==> src/rtl/jtag_pkg.sv <==
// Shared JTAG definitions: TAP instruction codes and host scan FSM encoding.
// Latency: n/a (constants and types only).
// Backpressure: n/a.
package jtag_pkg;

    localparam int IR_BITS = 5;

    localparam logic [IR_BITS-1:0] IDCODE     = 5'h01;
    localparam logic [IR_BITS-1:0] BYPASS     = 5'h1F;
    localparam logic [IR_BITS-1:0] DTM_CSR    = 5'h10;
    localparam logic [IR_BITS-1:0] DMI_ACCESS = 5'h11;

    // EXIT1 is never occupied for a full period: the last SHIFT period drives
    // TMS=1, which carries the target through Exit1 on its way to Update.
    typedef enum logic [3:0] {
        ST_RESET_SEQ,
        ST_IDLE,
        ST_SEL_DR,
        ST_SEL_IR,
        ST_CAPTURE,
        ST_SHIFT,
        ST_EXIT1,
        ST_UPDATE,
        ST_RTI_RET
    } jtag_state_e;

endpackage

==> src/rtl/jtag_tck_gen.sv <==
// TCK divider: low half then high half of CLK_DIV Sys_clk cycles each, held low when idle.
// Latency: first rise_tick CLK_DIV cycles after run goes high.
// Backpressure: none; run gates the divider, dropping it parks TCK low.
module jtag_tck_gen #(
    parameter int CLK_DIV = 2
) (
    input  logic Sys_clk,
    input  logic TRST,
    input  logic run,
    output logic TCK,
    output logic fall_tick,
    output logic rise_tick
);

    localparam int            CW       = (CLK_DIV > 1) ? $clog2(CLK_DIV) : 1;
    localparam logic [CW-1:0] CNT_LAST = CW'(CLK_DIV - 1);

    logic [CW-1:0] div_cnt;
    logic          half_end;

    // A half-period ends on the last divider count; the strobe says which edge TCK takes next.
    assign half_end  = run && (div_cnt == CNT_LAST);
    assign rise_tick = half_end && !TCK;
    assign fall_tick = half_end && TCK;

    // Divider counter and TCK level; restarts from the start of a low half whenever run drops.
    always_ff @(posedge Sys_clk or negedge TRST) begin
        if (!TRST) begin
            div_cnt <= '0;
            TCK     <= 1'b0;
        end else if (!run) begin
            div_cnt <= '0;
            TCK     <= 1'b0;
        end else if (half_end) begin
            div_cnt <= '0;
            TCK     <= ~TCK;
        end else begin
            div_cnt <= div_cnt + CW'(1);
        end
    end

endmodule

==> src/rtl/jtag_host_driver.sv <==
// JTAG host scan engine: runs TAP reset, IR and DR scans, returns captured TDO bits.
// Latency: N+4 (DR) or N+5 (IR) TCK periods, rsp_valid one cycle after the last TCK falls.
// Backpressure: cmd_ready only in IDLE with no pending tap_reset_req; one command in flight.
module jtag_host_driver
    import jtag_pkg::*;
#(
    parameter int DATA_BITS = 41,
    parameter int LEN_BITS  = 6,
    parameter int CLK_DIV   = 2
) (
    input  logic                 Sys_clk,
    input  logic                 TRST,
    input  logic                 cmd_valid,
    output logic                 cmd_ready,
    input  logic                 cmd_is_ir,
    input  logic [LEN_BITS-1:0]  cmd_len,
    input  logic [DATA_BITS-1:0] cmd_data,
    input  logic                 tap_reset_req,
    output logic                 rsp_valid,
    output logic [DATA_BITS-1:0] rsp_data,
    output logic                 busy,
    output logic                 TCK,
    output logic                 TMS,
    output logic                 TDI,
    input  logic                 TDO
);

    localparam logic [LEN_BITS-1:0] MAX_LEN = LEN_BITS'(DATA_BITS);

    jtag_state_e          state, state_nxt;
    logic                 tms_nxt, tdi_nxt, accept;
    logic [2:0]           rst_cnt;
    logic [LEN_BITS-1:0]  n_len, bit_idx, len_clamped;
    logic                 is_ir;
    logic [DATA_BITS-1:0] shift_dat;
    logic                 run, fall_tick, rise_tick;

    assign run         = (state != ST_IDLE);
    assign busy        = (state != ST_IDLE);
    assign cmd_ready   = (state == ST_IDLE) && !tap_reset_req;
    assign len_clamped = (cmd_len > MAX_LEN) ? MAX_LEN : cmd_len;

    jtag_tck_gen #(.CLK_DIV(CLK_DIV)) u_tck_gen (
        .Sys_clk   (Sys_clk),
        .TRST      (TRST),
        .run       (run),
        .TCK       (TCK),
        .fall_tick (fall_tick),
        .rise_tick (rise_tick)
    );

    // Next state and next TMS/TDI; pins only move at a period boundary (fall_tick) or on entry from IDLE.
    always_comb begin
        state_nxt = state;
        tms_nxt   = TMS;
        tdi_nxt   = TDI;
        accept    = 1'b0;
        case (state)
            ST_RESET_SEQ: if (fall_tick) begin
                if (rst_cnt == 3'd5) begin
                    state_nxt = ST_IDLE;
                    tms_nxt   = 1'b0;
                end else begin
                    tms_nxt = (rst_cnt != 3'd4);
                end
            end
            ST_IDLE: begin
                if (tap_reset_req) begin
                    state_nxt = ST_RESET_SEQ;
                    tms_nxt   = 1'b1;
                end else if (cmd_valid) begin
                    accept = 1'b1;
                    if (len_clamped != '0) begin
                        state_nxt = ST_SEL_DR;
                        tms_nxt   = 1'b1;
                    end
                end
            end
            ST_SEL_DR: if (fall_tick) begin
                state_nxt = is_ir ? ST_SEL_IR : ST_CAPTURE;
                tms_nxt   = is_ir;
            end
            ST_SEL_IR: if (fall_tick) begin
                state_nxt = ST_CAPTURE;
                tms_nxt   = 1'b0;
            end
            ST_CAPTURE: if (fall_tick) begin
                state_nxt = ST_SHIFT;
                tms_nxt   = (n_len == LEN_BITS'(1));
                tdi_nxt   = shift_dat[0];
            end
            ST_SHIFT: if (fall_tick) begin
                if (bit_idx + LEN_BITS'(1) == n_len) begin
                    state_nxt = ST_UPDATE;
                    tms_nxt   = 1'b1;
                    tdi_nxt   = 1'b0;
                end else begin
                    tms_nxt = (bit_idx + LEN_BITS'(2) == n_len);
                    tdi_nxt = shift_dat[0];
                end
            end
            ST_UPDATE: if (fall_tick) begin
                state_nxt = ST_RTI_RET;
                tms_nxt   = 1'b0;
            end
            ST_RTI_RET: if (fall_tick) begin
                state_nxt = ST_IDLE;
            end
            default: begin
                state_nxt = ST_RESET_SEQ;
                tms_nxt   = 1'b1;
            end
        endcase
    end

    // State, JTAG pins, command latch, shift datapath and response register.
    always_ff @(posedge Sys_clk or negedge TRST) begin
        if (!TRST) begin
            state     <= ST_RESET_SEQ;
            TMS       <= 1'b1;
            TDI       <= 1'b0;
            rst_cnt   <= '0;
            bit_idx   <= '0;
            n_len     <= '0;
            is_ir     <= 1'b0;
            shift_dat <= '0;
            rsp_valid <= 1'b0;
            rsp_data  <= '0;
        end else begin
            state     <= state_nxt;
            TMS       <= tms_nxt;
            TDI       <= tdi_nxt;
            rsp_valid <= (accept && (len_clamped == '0)) || ((state == ST_RTI_RET) && fall_tick);
            if (accept) begin
                is_ir     <= cmd_is_ir;
                n_len     <= len_clamped;
                shift_dat <= cmd_data;
                bit_idx   <= '0;
                rsp_data  <= '0;
            end
            if ((state == ST_IDLE) && tap_reset_req) begin
                rst_cnt <= '0;
            end else if ((state == ST_RESET_SEQ) && fall_tick) begin
                rst_cnt <= rst_cnt + 3'd1;
            end
            // Bit 0 of shift_dat is always the next bit to present on TDI.
            if (fall_tick && ((state == ST_CAPTURE) || (state == ST_SHIFT))) begin
                shift_dat <= shift_dat >> 1;
            end
            if (fall_tick && (state == ST_SHIFT)) begin
                bit_idx <= bit_idx + LEN_BITS'(1);
            end
            if (rise_tick && (state == ST_SHIFT)) begin
                rsp_data[bit_idx] <= TDO;
            end
        end
    end

endmodule

==> config.mk <==
export PLATFORM = sky130hd
export DESIGN_NAME = jtag_host_driver
export DESIGN_NICKNAME = d
export VERILOG_FILES = /design/src/rtl/jtag_pkg.sv /design/src/rtl/jtag_tck_gen.sv /design/src/rtl/jtag_host_driver.sv
export SDC_FILE = /design/constraint.sdc
export NUM_CORES = 1
export LEC_CHECK = 0
export CAP_MARGIN = 30
export CORE_AREA = 2 2 106 108
export CTS_BUF_LIST = sky130_fd_sc_hd__clkbuf_4 sky130_fd_sc_hd__clkbuf_8
export DETAILED_ROUTE_END_ITERATION = 12
export DIE_AREA = 0 0 108 110
export PLACE_DENSITY = 0.76
export RECOVER_POWER = 25
export SYNTH_ARGS = -nofsm -noshare
export SYNTH_HDL_FRONTEND = slang
export SYNTH_SLANG_ARGS = --single-unit
export TNS_END_PERCENT = 30
==> constraint.sdc <==
create_clock -name Sys_clk -period 2.4 [get_ports Sys_clk]
set_clock_uncertainty 0.05 [all_clocks]
set_input_delay 0.36 -clock Sys_clk [delete_from_list [all_inputs] [get_ports Sys_clk]]
set_output_delay 0.36 -clock Sys_clk [all_outputs]
set_load 0.05 [all_outputs]
* After elaboration in Yosys (flattened, before gate mapping)
Index checks and enable logic that the tools add are counted.
** Storage, ports and cells
- Register bits :: 107
** Cells by class
- Add/subtract/negate cells :: 4
- Magnitude comparators :: 3
- Equality and inequality tests :: 26
- Muxes and demuxes :: 48
- Bitwise gates (word level) :: 2
- Reductions and logical operators :: 27
** Operators with widths (number)
- two-way mux 41 bit :: 4
- two-way mux 4 bit :: 12
- bitwise mux 41 bit :: 1
- case mux 4 bit (8 select lines) :: 1
- two-way mux 1 bit :: 21
- != test 2 bit (second input constant) :: 10
- two-way mux 6 bit :: 3
- equality test 4 x 3 -> 1 bit (second input constant) :: 3
- equality test 6 bit :: 2
- logical AND 1 bit :: 12
- AND reduction 11 bit :: 1
- two-way mux 3 bit :: 3
- equality test 4 x 2 -> 1 bit (second input constant) :: 2
- AND reduction 8 bit :: 1
- nonzero test 2 bit :: 4
- less-than comparator 6 x 7 -> 1 bit (second input constant) :: 1
- case mux 1 bit (7 select lines) :: 1
- adder 6 x 1 -> 6 bit (second input constant) :: 1
- adder 6 x 2 -> 6 bit (second input constant) :: 1
- demux 1 bit (select 6 bit) :: 1
- equality test 6 x 1 -> 1 bit (second input constant) :: 1
- >= comparator 6 x 1 -> 1 bit (second input constant) :: 1
- greater-than comparator 6 bit (second input constant) :: 1
- logical NOT 6 bit :: 1
- other kinds (17) :: 21

* Longest topological paths before layout
Gate-level depths: netlist (run 1).
- Depth in word-level cells :: 7
- Gate-level depth with buffers :: 10

* Modules after synthesis
Synthesis (run 1) repeated with hierarchy kept, for this count alone.
** Second synthesis, totals
- Cell total of the unflattened synthesis :: 555
- Area total of the unflattened synthesis :: 5346.4 um^2
** Modules (own cells, without submodules)
- jtag_host_driver :: times used 1, cells each 547, area each 5257.5 um^2
- jtag_tck_gen :: times used 1, cells each 8, area each 88.8 um^2

* Worst setup path before layout (run 1)
Ideal clock, no wire load.
- Path kind :: reg-to-reg
- Start point :: reg state[0]
- End point :: reg rsp_data[1]
- Arrival :: 2081 ps
- Setup slack :: 134 ps
- Stages on the path, launching flop included :: 11
- Cell sequence :: dfrtp_1 buf_2 inv_2 nor4_4 inv_2 nor2_4 nand2_1 buf_2 buf_2 o211ai_1 o31ai_1
** Between the ends
- Longest elaborated chain between the ends :: 5
- Elaborated cells between the ends (all ways) :: 10
- Those cells by class :: eq/ne (3); mux (4); reduce/logical (3)
** Ends and longest elaborated chain
- start, declared :: RTL line jtag_host_driver.sv:30 : jtag_state_e state, state_nxt;
- start signal, assigned :: RTL line jtag_host_driver.sv:130 : state <= state_nxt;
- != test 4 x 1 -> 1 bit
- net busy :: RTL line jtag_host_driver.sv:21 : output logic busy,
- logical AND 1 bit :: RTL line jtag_tck_gen.sv:22 : assign half_end = run && (div_cnt == CNT_LAST);
- logical AND 1 bit :: RTL line jtag_tck_gen.sv:23 : assign rise_tick = half_end && !TCK;
- logical AND 1 bit :: RTL line jtag_host_driver.sv:153 : if (rise_tick && (state == ST_SHIFT)) begin
- two-way mux 41 bit :: RTL line jtag_host_driver.sv:153
- end signal, assigned :: RTL line jtag_host_driver.sv:128 : rsp_data <= '0;
- end signal, assigned :: RTL line jtag_host_driver.sv:139 : rsp_data <= '0;
- end signal, assigned by index :: RTL line jtag_host_driver.sv:154 : rsp_data[bit_idx] <= TDO;
- end, declared :: RTL line jtag_host_driver.sv:20 : output logic [DATA_BITS-1:0] rsp_data,
The timed path passes the listed nets, and every way through them passes these cells.
A chain may end at the register's enable or synchronous reset.

* Final worst setup path (run 1)
- Start point :: reg state[1]
- End point :: reg state[2]
** Between the ends
- Longest elaborated chain between the ends :: 5
- Elaborated cells between the ends (all ways) :: 24
- Those cells by class :: eq/ne (19); mux (1); reduce/logical (4)
** Ends and longest elaborated chain
- != test 4 x 1 -> 1 bit :: RTL line jtag_host_driver.sv:38 : assign run = (state != ST_IDLE);
- logical AND 1 bit :: RTL line jtag_tck_gen.sv:22
- logical AND 1 bit :: RTL line jtag_tck_gen.sv:24 : assign fall_tick = half_end && TCK;
- != test 2 bit (no source line)
- AND reduction 11 bit (no source line)
Several ways; a longest one is shown, not always the timed one.

==> out/results.ini, run 1 <==
[global_routing]
grt_first_pass_wirelength_mm=21.3
grt_overflow=0
grt_use_total=0.228
grt_pass1_vias=4350
antenna_found_initial=0
grt_max_degree=66

[logic_synthesis]
yosysWarnings=0
ys_seq_area_frac=0.514
yosysTopAreaCellShare=0.509
syn_area_um2=5210
yosysTopAreaCell=dfrtp_1
synth_ff_type=dfrtp_1
synth_edf_count=0
synthArstFlopShare=1.00
syn_avg_cell_area_um2=9.77
synth_area_leaders=dfrtp_1 51%, nand2_1 8.0%, a22oi_1 5.8%, o31ai_1 5.8%, o211ai_1 5.3%
synth_cell_type_count=57
synth_seq_cells=107
synthCells=533
synth_fp_nets=593

[outcome]
status=finished clean

[detailed_routing]
drc=0
vias=4515
wl_mm=13.0
dr.pass1.iters=5
drtIter0Drc=321
wl_per_cell_um=16.9
drtAntennaViolNets=0
vias_per_cell=5.89

[sta]
period_needed_ns=2.26
finalSetupViolations=0
fmax_ghz=0.443
rsz0062_at_grt=false
maxSlewHeadroom=0.403
min_period_over_period=0.940
fin_hold_ws_ns=0.433
hold_violations=0
setup_tns_ns=0
worst_slew_pin_slew_ns=0.896
slew_violations=0

[pwr]
p_leak_nw=2.85
powerDensity_nw_per_um2=1290
worst_ir_drop_vdd_mv=0.915

[worst_setup_path]
crit_required_ns=2.59
r2r-end=state[2]
cp-end-kind=flip-flop
reg2reg_setup_slack_ns=0.14
cp-start-kind=flip-flop
reg2reg_depth=6
critical_path_class=reg2reg
cp.arrival_ns=2.45
path_max_fanout=8
r2r_start=state[1]

[final_layout]
antenna_cells=0
fin_util=0.618
final_common_cell=nand2_1
syn2layout_area_growth_pct=27.0
final_layout_size_suffix_gt1_frac=0.0847
final_cell_mix=110 x nand2_1, 106 x dfrtp_1, 96 x clkdlybuf4s50_1, 40 x o31ai_1, 40 x a22oi_1
final_nets=681
fillCellCount=898

[floorplan]
rows=38
die_w_um=108
die_area_um2=11900
io_pins=100
start_util=0.487
core_area_um2=10700
die_h_um=110

[clock_network]
insertion_delay_ns=0.37
clock-sinks=107
cts.clk_slew.worst_paths_ns=0.10
cts_tree=done
htree_levels=3
clock_path_buffers=2
cts_buffers=9
clockRootBuffer=clkbuf_8

[flow_run]
cap_violations=0

[placed_design]
dp_hpwl_mm=9.09
gp_congestion=0.908
port_buffers=99

[worst_hold_path]
hold_start=shift_dat[9]
holdPathEnd=shift_dat[9]
holdPathStages=2
hp-class=reg2reg

## cell type report
type | count | area (um^2) | share of cell area
Sequential cell | 107 | 2680 | 0.405
Multi-Input combinational cell | 373 | 2320 | 0.351
Timing Repair Buffer | 119 | 1180 | 0.178
Tap cell | 140 | 175 | 0.0265
Clock buffer | 12 | 159 | 0.0240
Clock inverter | 4 | 57.6 | 0.00870
Inverter | 11 | 41.3 | 0.00624
## stage by stage
stage / setup WS (ns) / total power, mW / instance area [um^2] / instances
2_1_floorplan: 0.134 / 5.94 / 5210 / 533
3_3_place_gp: 0.307 / 7.24 / 6390 / 749
3_5_place_dp: 0.171 / 7.38 / 6390 / 749
4_1_cts: 0.161 / 8.57 / 6620 / 766
5_1_grt: 0.0295 / 9.07 / 6620 / 766
6_report: 0.144 / 8.55 / 6620 / 766
## synthesized netlist by cell type (all sizes together), types with 11 or more instances
master	count
nand3	13
inv	11
o31ai	40
dfrtp	106
a21oi	12
clkbuf	26
buf	16
a22oi	40
o21ai	17
nor2	14
nand2	111
o211ai	37
## worst max-delay path, cell delays in order (launching register included)
cell and delay (ns):
dfrtp_1 0.52, buf_4 0.21, nor3b_1 0.06, a2111oi_0 0.74, a211oi_2 0.19, a31oi_1 0.22, o221ai_1 0.13
## registers in the layout (all words and copies together) (netlist names), 3 cells and up
| signal | cells |
|---|---|
| shift_dat | 41 |
| bit_idx | 6 |
| n_len | 6 |
| rst_cnt | 3 |
| rsp_data | 41 |
| state | 4 |
## per-layer routing
layer / track usage / share of wire / vias up / routed length [um]
met5: 0 / 0 / - / 0
met4: 0.0696 / 0.011 / 0 / 146
met3: 0.0459 / 0.057 / 13 / 741
met2: 0.371 / 0.50 / 151 / 6450
met1: 0.310 / 0.43 / 2239 / 5640
li1: - / - / 2112 / -
## worst max path at each step
stage,cells after the start,to,slack (ns),from
2_1_floorplan,10,rsp_data[1],0.13,state[0]
3_3_place_gp,6,n_len[0],0.31,tap_reset_req
3_5_place_dp,6,state[2],0.17,state[1]
4_1_cts,6,state[2],0.16,state[1]
5_1_grt,5,rsp_data[22],0.03,state[2]
6_report,6,state[2],0.14,state[1]
## kinds of logic (layout without fill, tap and decap cells)
group / after synthesis / count (layout) / synth area share
AO/OA/AOI/OAI: 163 / 163 / 0.223
flip-flops: 107 / 107 / 0.514
buffers and inverters: 53 / 146 / 0.0437
XOR/XNOR: 14 / 14 / 0.0235
adder cells (fa/ha/maj): 7 / 7 / 0.0168
AND/OR/NAND/NOR: 186 / 186 / 0.172
multiplexers: 3 / 3 / 0.00600
## power breakdown
| group | switching (mW) | internal, mW |
|---|---|---|
| clock | 0.623 | 0.561 |
| sequential | 0.559 | 2.49 |
| combinational | 2.75 | 1.57 |
## repair_timing
item,in CTS,in global routing
setup endpoints to repair,0,1
resized for setup,0,1
endpoints found under the hold margin,32,0
setup buffers,0,0
hold buffers,1,0
Power figures use the tool's default switching activity.
==> inputs of run 2 (changes only) <==
--- a/config.mk
+++ b/config.mk
@@ -11,7 +11,6 @@
 export DETAILED_ROUTE_END_ITERATION = 12
 export DIE_AREA = 0 0 108 110
 export PLACE_DENSITY = 0.76
-export RECOVER_POWER = 25
 export SYNTH_ARGS = -nofsm -noshare
 export SYNTH_HDL_FRONTEND = slang
 export SYNTH_SLANG_ARGS = --single-unit
==> run 2 against run 1 <==
Sequential share of layout area hardly changed. Design area about the same. Via count is 0.33% lower. Fmax hardly changed. Critical path depth is the same. Die area stayed put. Global-route usage stayed put. Sequential power hardly changed. Count of clock-buffer cells in the layout did not move.
==> out/results.ini, run 2 (synthesis gave the netlist of run 1 again) <==
[outcome]
status=finished clean  ; unchanged

[global_routing]
gr-usage-met1=0.310  ; unchanged
use_met2=0.371  ; unchanged
grt_pass1_vias=4350  ; unchanged
grt_first_pass_wirelength_mm=21.3  ; unchanged
grt_overflow=0  ; unchanged
grt_max_degree=66  ; unchanged
grt_use_total=0.228  ; unchanged
met3_usage=0.0459  ; unchanged
antenna_found_initial=0  ; unchanged
gr-max-usage-layer=met2  ; unchanged

[sta]
finalSetupViolations=0  ; unchanged
fmax_ghz=0.444  ; was 0.443 GHz
rsz0062_at_grt=false  ; unchanged
period_needed_ns=2.25  ; was 2.26 ns
maxSlewHeadroom=0.459  ; was 0.403
setup_tns_ns=0  ; unchanged
slew_violations=0  ; unchanged
worst_slew_pin_slew_ns=0.790  ; was 0.896 ns
hold_violations=0  ; unchanged
min_period_over_period=0.939  ; was 0.940

[pwr]
p_leak_nw=2.85  ; about the same
powerDensity_nw_per_um2=1290  ; about the same
power_mw=8.56  ; was 8.55 mW
worst_ir_drop_vdd_mv=0.915  ; about the same

[clock_network]
cts_buffers=9  ; unchanged
clock-sinks=107  ; unchanged
clockRootBuffer=clkbuf_8  ; unchanged
htree_levels=3  ; unchanged
insertion_delay_ns=0.37  ; about the same
cts_tree=done  ; unchanged
cts.clk_slew.worst_paths_ns=0.10  ; about the same
clock_path_buffers=2  ; unchanged

[final_layout]
final_layout_size_suffix_gt1_frac=0.0863  ; was 0.0847
fin_cells=766  ; unchanged
final_nets=681  ; unchanged
syn2layout_area_growth_pct=27.1  ; was 27.0%
top_regs=rsp_data (41), shift_dat (41)  ; unchanged
final_common_cell=nand2_1  ; unchanged
final_cell_mix=110 x nand2_1, 106 x dfrtp_1, 96 x clkdlybuf4s50_1, 40 x o31ai_1, 40 x a22oi_1  ; unchanged
antenna_cells=0  ; unchanged

[floorplan]
core_area_um2=10700  ; unchanged
die_area_um2=11900  ; unchanged
die_h_um=110  ; unchanged
die_w_um=108  ; unchanged
io_pins=100  ; unchanged
rows=38  ; unchanged
start_util=0.487  ; unchanged

[worst_setup_path]
critical_path_class=reg2reg  ; unchanged
cp-start-kind=flip-flop  ; unchanged
cp.arrival_ns=2.45  ; about the same
cp-end-kind=flip-flop  ; unchanged
slowest_stage=a2111oi_0  ; unchanged
crit_required_ns=2.59  ; about the same
crit_chain=buf_4 -> nor3b_1 -> a2111oi_0 -> a211oi_2 -> a31oi_1 -> o221ai_1  ; unchanged
slowest_delay_ns=0.73  ; was 0.74 ns
path_max_fanout=8  ; unchanged

[detailed_routing]
wl_per_cell_um=16.9  ; about the same
dr.pass1.iters=5  ; unchanged
wl_mm=13.0  ; about the same
drc=0  ; unchanged
drtAntennaViolNets=0  ; unchanged
vias=4500  ; was 4515
drtIter0Drc=322  ; was 321
vias_per_cell=5.87  ; was 5.89

[worst_hold_path]
hp-class=in2async  ; was reg2reg

[flow_run]
cap_violations=0  ; unchanged

[placed_design]
gp_congestion=0.908  ; unchanged
dp.cells=749  ; unchanged
dp_hpwl_mm=9.09  ; unchanged
port_buffers=99  ; unchanged

-- run 2: layout make-up --
class,count,area (um^2)
fill,897,4080
multi-input combinational,373,2320
clock inverter,4,57.6
timing repair buffer,119,1190
inverter,11,41.3
clock buffer,12,159
sequential,107,2680
tap,140,175
-- run 2: per-stage QoR --
stage / setup slack (ns) / cell area (um^2) / hold WS, ns / utilization
after global placement: 0.307 / 6390 / 0.287 / 0.598
final: 0.146 / 6620 / 0.416 / 0.619
after floorplan: 0.134 / 5210 / 0.0144 / -
after global routing: 0.0295 / 6620 / 0.452 / 0.619
after CTS: 0.161 / 6620 / 0.420 / 0.619
after detailed placement: 0.171 / 6390 / 0.290 / 0.598
-- run 2: worst paths after layout --
kind | from | to | slack [ns] | depth (start not counted)
worst max register to register | state[1] | state[2] | 0.15 | 6
min in group Sys_clk | shift_dat[9] | shift_dat[9] | 0.43 | 2
max in group asynchronous | TRST | TMS | 1.15 | 3
worst min-delay path | TRST | shift_dat[24] | 0.42 | 2
worst min register to register | shift_dat[9] | shift_dat[9] | 0.43 | 2
worst max-delay path | state[1] | state[2] | 0.15 | 6
-- run 2: what timing repair did --
action	CTS	global route
endpoints found under the hold margin	32	0
hold buffers	1	0
gates resized for setup	0	1
buffers inserted	0	0
setup endpoints to repair	0	1
-- run 2: worst max-delay path: cells and delay by family, from the launching register on --
| family | cells | cell delay, ns |
|---|---|---|
| compound gates | 4 | 1.27 |
| flops | 1 | 0.52 |
| buf+inv | 1 | 0.21 |
| simple gates | 1 | 0.06 |
-- run 2: per-layer routing --
layer / share of wire / routed length (um)
met1: 0.44 / 5650
met2: 0.50 / 6470
met3: 0.057 / 737
met4: 0.0092 / 120
met5: 0 / 0
-- run 2: power breakdown --
| part | internal [mW] | leakage [nW] | switching (mW) | total, mW |
|---|---|---|---|---|
| registers | 2.49 | 1.38 | 0.560 | 3.05 |
| logic | 1.57 | 1.36 | 2.76 | 4.32 |
| clock network | 0.561 | 0.108 | 0.626 | 1.19 |
